**config.mk**
```make
export PLATFORM = sky130hd
export DESIGN_NAME = bitonic_unloader_16
export DESIGN_NICKNAME = d
export VERILOG_FILES = /design/src/rtl/bitonic_pkg.sv /design/src/rtl/bitonic_vec_fifo.sv /design/src/rtl/bitonic_unloader_16.sv
export SDC_FILE = /design/constraint.sdc
export NUM_CORES = 1
export LEC_CHECK = 0
export ABC_AREA = 1
export CAP_MARGIN = 20
export CORE_ASPECT_RATIO = 0.75
export CORE_MARGIN = 1
export CORE_UTILIZATION = 40
export CTS_BUF_LIST = sky130_fd_sc_hd__clkbuf_8
export DETAILED_ROUTE_END_ITERATION = 7
export PLACE_DENSITY = 0.56
export SYNTH_ARGS = -nofsm -noshare
export SYNTH_HDL_FRONTEND = slang
export SYNTH_HIERARCHICAL = 1
export SYNTH_SLANG_ARGS = --single-unit
```
**constraint.sdc**
```tcl
create_clock -name clk_i -period 6.55 [get_ports clk_i]
set_input_delay 0.9825 -clock clk_i [delete_from_list [all_inputs] [get_ports clk_i]]
set_output_delay 0.9825 -clock clk_i [all_outputs]
set_load 0.02 [all_outputs]
```
**src/rtl/bitonic_pkg.sv**
```systemverilog
// bitonic_pkg: shared sorter constants, element type and serializer state encoding.
package bitonic_pkg;
    localparam int DATAWIDTH  = 8;
    localparam int DATALENGTH = 16;
    localparam int LATENCY    = 4;
    typedef logic [DATAWIDTH-1:0] data_t;
    typedef enum logic {IDLE, EMIT} state_e;
endpackage

```
**src/rtl/bitonic_vec_fifo.sv**
```systemverilog
// bitonic_vec_fifo: DEPTH-entry circular store of sorted vectors plus their emit counts.
module bitonic_vec_fifo #(
    parameter int DATAWIDTH  = 8,
    parameter int DATALENGTH = 16,
    parameter int KW         = 5,
    parameter int DEPTH      = 4,
    localparam int IW = $clog2(DATALENGTH),
    localparam int PW = $clog2(DEPTH),
    localparam int CW = $clog2(DEPTH + 1)
) (
    input  logic                 clk_i,
    input  logic                 rstn_i,
    input  logic                 wr_i,
    input  logic [DATAWIDTH-1:0] wr_data_i [DATALENGTH],
    input  logic [KW-1:0]        wr_k_i,
    input  logic                 rd_i,
    input  logic [IW-1:0]        rd_idx_i,
    output logic [DATAWIDTH-1:0] rd_data_o,
    output logic [KW-1:0]        rd_k_o,
    output logic [CW-1:0]        count_o
);
    logic [DATAWIDTH-1:0] mem_q [DEPTH][DATALENGTH];
    logic [KW-1:0]        k_q [DEPTH];
    logic [PW-1:0]        wr_ptr_q, rd_ptr_q;
    logic [CW-1:0]        count_q;

    function automatic logic [PW-1:0] nxt(input logic [PW-1:0] p);
        return (p == PW'(DEPTH - 1)) ? '0 : p + PW'(1);
    endfunction

    always_ff @(posedge clk_i) begin
        if (wr_i) begin
            mem_q[wr_ptr_q] <= wr_data_i;
            k_q[wr_ptr_q]   <= wr_k_i;
        end
    end

    always_ff @(posedge clk_i or negedge rstn_i) begin
        if (!rstn_i) begin
            wr_ptr_q <= '0;
            rd_ptr_q <= '0;
            count_q  <= '0;
        end else begin
            wr_ptr_q <= wr_i ? nxt(wr_ptr_q) : wr_ptr_q;
            rd_ptr_q <= rd_i ? nxt(rd_ptr_q) : rd_ptr_q;
            count_q  <= count_q + CW'(wr_i) - CW'(rd_i);
        end
    end

    assign rd_data_o = mem_q[rd_ptr_q][rd_idx_i];
    assign rd_k_o    = k_q[rd_ptr_q];
    assign count_o   = count_q;
endmodule

```
**src/rtl/bitonic_unloader_16.sv**
```systemverilog
// bitonic_unloader_16: credits sorter launches, captures sorted vectors after LATENCY
// cycles and serializes the first k elements of each through a valid/ready port.
module bitonic_unloader_16 #(
    parameter int DATAWIDTH  = bitonic_pkg::DATAWIDTH,
    parameter int DATALENGTH = bitonic_pkg::DATALENGTH,
    parameter int LATENCY    = bitonic_pkg::LATENCY,
    parameter int DEPTH      = 4,
    localparam int KW = $clog2(DATALENGTH) + 1,
    localparam int IW = $clog2(DATALENGTH)
) (
    input  logic                 clk_i,
    input  logic                 rstn_i,
    input  logic                 launch_valid_i,
    output logic                 launch_ready_o,
    input  logic [KW-1:0]        k_i,
    input  logic [DATAWIDTH-1:0] sorted_i [DATALENGTH],
    output logic                 out_valid_o,
    input  logic                 out_ready_i,
    output logic [DATAWIDTH-1:0] out_data_o,
    output logic [IW-1:0]        out_index_o,
    output logic                 out_last_o
);
    import bitonic_pkg::*;

    localparam int CW = $clog2(DEPTH + 1);

    logic [LATENCY-1:0]   dl_v_q;
    logic [KW-1:0]        dl_k_q [LATENCY];
    logic [CW-1:0]        credit_q;
    state_e               state_q;
    logic [IW-1:0]        idx_q;
    logic                 accept, wr, hs, last, pop;
    logic [KW-1:0]        k_clamped, head_k;
    logic [CW-1:0]        fifo_count;
    logic [DATAWIDTH-1:0] head_data;

    // Credit covers in-flight launches too, so a landing vector always finds a free slot.
    assign launch_ready_o = credit_q < CW'(DEPTH);
    assign accept         = launch_valid_i && launch_ready_o;
    assign k_clamped      = (k_i == '0 || k_i > KW'(DATALENGTH)) ? KW'(DATALENGTH) : k_i;
    assign wr             = dl_v_q[LATENCY-1];
    assign out_valid_o    = state_q == EMIT;
    assign last           = out_valid_o && ({1'b0, idx_q} == head_k - KW'(1));
    assign hs             = out_valid_o && out_ready_i;
    assign pop            = hs && last;
    assign out_last_o     = last;
    assign out_index_o    = idx_q;
    assign out_data_o     = out_valid_o ? head_data : '0;

    always_ff @(posedge clk_i or negedge rstn_i) begin
        if (!rstn_i) begin
            dl_v_q <= '0;
            for (int i = 0; i < LATENCY; i++) dl_k_q[i] <= '0;
            credit_q <= '0;
        end else begin
            for (int i = 1; i < LATENCY; i++) begin
                dl_v_q[i] <= dl_v_q[i-1];
                dl_k_q[i] <= dl_k_q[i-1];
            end
            dl_v_q[0] <= accept;
            dl_k_q[0] <= k_clamped;
            credit_q  <= credit_q + CW'(accept) - CW'(pop);
        end
    end

    // A vector landing this edge counts as buffered, so emission starts without a bubble.
    always_ff @(posedge clk_i or negedge rstn_i) begin
        if (!rstn_i) begin
            state_q <= IDLE;
            idx_q   <= '0;
        end else begin
            case (state_q)
                IDLE: if (fifo_count != '0 || wr) state_q <= EMIT;
                EMIT: if (hs) begin
                    idx_q <= last ? '0 : idx_q + IW'(1);
                    if (last && fifo_count == CW'(1) && !wr) state_q <= IDLE;
                end
                default: state_q <= IDLE;
            endcase
        end
    end

    bitonic_vec_fifo #(
        .DATAWIDTH (DATAWIDTH),
        .DATALENGTH(DATALENGTH),
        .KW        (KW),
        .DEPTH     (DEPTH)
    ) u_fifo (
        .clk_i    (clk_i),
        .rstn_i   (rstn_i),
        .wr_i     (wr),
        .wr_data_i(sorted_i),
        .wr_k_i   (dl_k_q[LATENCY-1]),
        .rd_i     (pop),
        .rd_idx_i (idx_q),
        .rd_data_o(head_data),
        .rd_k_o   (head_k),
        .count_o  (fifo_count)
    );
endmodule
```
==> flow_metrics.env <==
export IMPL_status="complete, but fails checks"
export IMPL_failed_checks="antenna violations"
export IMPL_grt_pass1_vias=14100
export IMPL_cpLargestDelayFamily="buffers and inverters"
export IMPL_cts_buffers=92
export IMPL_first_iter_violations=1345
export IMPL_grt_overflow=0
export IMPL_vias=14900
export IMPL_rsz0062_at_grt="no"
export IMPL_drv_cap=0
export IMPL_yosys_top_cells_area="edfxtp_1 69%, nand2_1 11%, nand3_1 9.4%, dfrtp_1 4.2%, buf_2 1.1%"
export IMPL_crit_required_ns=5.57
export IMPL_syn_to_final_growth_pct=16.1
export IMPL_place_area_um2=25200
export IMPL_hold_path_class="register to register"
export IMPL_cts_resized=0
export IMPL_crit_path_max_incr_delay_ns=0.76
export IMPL_yosysUniqueCellTypes=32
export IMPL_cts_hold_buffers=0
export IMPL_cp_num_cells=13
export IMPL_wl_um=59600
export IMPL_htreeDepth=3
export IMPL_clk_pin_slew_ns=0.07
export IMPL_power_total_mw=12.0
export IMPL_p_leak_nw=9.98
export IMPL_io_buffers=151
export IMPL_ant_nets=1
export IMPL_crit_buf_inv=4
export IMPL_slew_violations=0
export IMPL_setup_violations=0
export IMPL_worst_r2r_path_depth=17
export IMPL_cts_setup_buffers=0
export IMPL_chipWidth_um=280
export IMPL_path_cells="inv_8 -> buf_12 -> nand2_1 -> nand3_1 -> nand3_1 -> nand2_1 -> nand2_1 -> nand3_1 -> nand3_1 -> nand2_1 -> nand2_1 -> inv_1 -> clkdlybuf4s50_1"
export IMPL_cts_root_buf="clkbuf_8"
export IMPL_crit_slowest_cell="dfrtp_4"
export IMPL_cp_start_kind="register"
export IMPL_synth_area_um2=23200
export IMPL_syn_num_nets=2081
export IMPL_hold_slack_ns=0.346
export IMPL_grt_pass1_wl_um=90100
export IMPL_grt_total_usage_pct=20.5
export IMPL_endpoint_kind="output pin"
export IMPL_cts_sinks=571
export IMPL_synth_most_common_cell="nand2_1"
export IMPL_antenna_found_initial=12
export IMPL_cp_arrival_ns=4.38
export IMPL_grt_max_degree=120
export IMPL_seq_area_frac_synth_pct=73.2
export IMPL_post_route_util_pct=47.5
export IMPL_die_area_um2=58900
export IMPL_fin_crit_sh_pct=81.8
export IMPL_synth_main_ff_cell="edfxtp_1"
export IMPL_min_period_ns=5.36
export IMPL_io_pins=152
export IMPL_clockBufferDepth=3
export IMPL_detail_route_wl_per_cell_um=20.3
export IMPL_cts_tree="done"
export IMPL_slew_limit_headroom_pct=29.5
export IMPL_nNetsFinal=2234
export IMPL_start_util_pct=40.9
export IMPL_fin_setup_tns_ns=0
export IMPL_critPathKind="register to output pin"
export IMPL_die_h_um=210
export IMPL_yosysWarnings=6
export IMPL_power_density_nw_per_um2=445
export IMPL_min_path_cells=0
export IMPL_route_detailed_drc=0
export IMPL_tightest_slew_ns=1.06
export IMPL_peakVddDrop_uv=248
export IMPL_core_area_um2=56600
export IMPL_finalHoldViolations=0
export IMPL_crit_fanout=102
export IMPL_dp_hpwl_um=34100
export IMPL_synth_async_reset_ratio_pct=6.83
export IMPL_synth_top_area_share_pct=69.0
export IMPL_yosysTopAreaCell="edfxtp_1"
export IMPL_firstDrtPassIters=6
export IMPL_globalplace_congestion=0.805
export IMPL_clock_fmax_mhz=187
export IMPL_crit_path_frequent_cell="nand2_1"
export IMPL_clock_latency_ns=0.68
export IMPL_synth_commonest_cells="686 x nand2_1, 532 x edfxtp_1, 436 x nand3_1, 51 x buf_2, 40 x inv_1"
export IMPL_syn_inst=1930
export IMPL_drive_gt1_share_pct=7.50
export IMPL_via_per_inst=5.09
export IMPL_fin_area_um2=26900
export IMPL_synth_avg_cell_area_um2=12.0
export IMPL_fp_row_count=75
export IMPL_fin_skew_ns=0.0260
export IMPL_synth_edf_count=532
export IMPL_ys_ff_latch=571
final cells by class:
| cell class | instances | area, µm² |
|---|---|---|
| Fill cell | 5079 | 29700 |
| Tap cell | 770 | 963 |
| Multi-Input combinational cell | 1200 | 5330 |
| Sequential cell | 571 | 17000 |
| Clock buffer | 96 | 1320 |
| Clock inverter | 74 | 362 |
| Inverter | 46 | 203 |
| Antenna cell | 9 | 22.5 |
| Timing Repair Buffer | 172 | 1730 |
cell usage in the layout, fill, tap and decap left out, types with 2 or more instances in the layout:
cell,instances
clkinvlp_4,3
buf_12,5
nand3_1,436
inv_1,61
inv_2,4
xor2_1,4
clkdlybuf4s50_1,151
clkbuf_8,96
inv_8,4
nor3_1,3
clkinv_1,26
buf_4,16
diode_2,9
nand2_1,686
ha_1,12
edfxtp_1,532
a21oi_2,2
dfrtp_4,2
dfrtp_1,36
o22ai_1,5
inv_6,5
clkinv_2,15
nand4_1,3
fa_1,2
o21ai_2,2
o21ai_0,14
nor2_1,20
xnor2_1,4
sequential cells by signal (all words and copies together), names as in the netlist:
register	cells
u_fifo/rd_ptr_q	2
u_fifo/count_o	3
out_valid_o	1
credit_q	3
u_fifo/mem_q	512
out_index_o	4
dl_v_q	4
u_fifo/wr_ptr_q	2
u_fifo/k_q	20
dl_k_q	20
report_power, final:
| group | switching (mW) | internal [mW] |
|---|---|---|
| sequential | 0.326 | 4.56 |
| combinational | 3.00 | 1.27 |
| clock | 1.41 | 1.41 |
| total | 4.74 | 7.24 |
per-layer routing:
metal	vias to the layer above	part of all wire (%)	routed length (µm)	GRT usage [%]
li1	7073	-	-	-
met1	7283	46	27500	30.3
met2	495	44	26300	29.8
met3	76	8.1	4800	5.90
met4	16	1.4	848	4.96
met5	-	0.16	95	0
cells by family (layout without fill, tap and decap cells):
| logic type | Yosys count | after routing | synth area share (%) |
|---|---|---|---|
| AO/OA/AOI/OAI | 24 | 24 | 0.611 |
| AND/OR/NAND/NOR | 1154 | 1154 | 21.3 |
| flip-flops | 571 | 571 | 73.2 |
| XOR/XNOR | 8 | 8 | 0.303 |
| other | 0 | 9 | 0 |
| adder cells (fa/ha/maj) | 14 | 14 | 0.821 |
| buffers and inverters | 159 | 388 | 3.79 |
worst paths after layout:
check | slack (ns) | start | endpoint
max in group asynchronous | 5.46 | rstn_i | u_fifo/rd_ptr_q[0]$_DFFE_PN0P_
worst min register to register | 0.35 | dl_k_q[8]$_DFF_PN0_ | dl_k_q[3]$_DFF_PN0_
worst max register to register | 1.96 | u_fifo/rd_ptr_q[0]$_DFFE_PN0P_ | credit_q[2]$_DFF_PN0_
min in group asynchronous | 0.72 | rstn_i | u_fifo/rd_ptr_q[1]$_DFFE_PN0P_
worst min-delay path | 0.35 | dl_k_q[8]$_DFF_PN0_ | dl_k_q[3]$_DFF_PN0_
worst max-delay path | 1.19 | u_fifo/rd_ptr_q[0]$_DFFE_PN0P_ | out_data_o[5]
through the flow:
stage,instances,setup slack [ns]
2_1_floorplan,1930,2.77
3_3_place_gp,2759,1.97
3_5_place_dp,2759,1.95
4_1_cts,2929,1.19
5_1_grt,2931,0.879
6_report,2938,1.19
No activity file was read; power rests on OpenSTA's default activity.
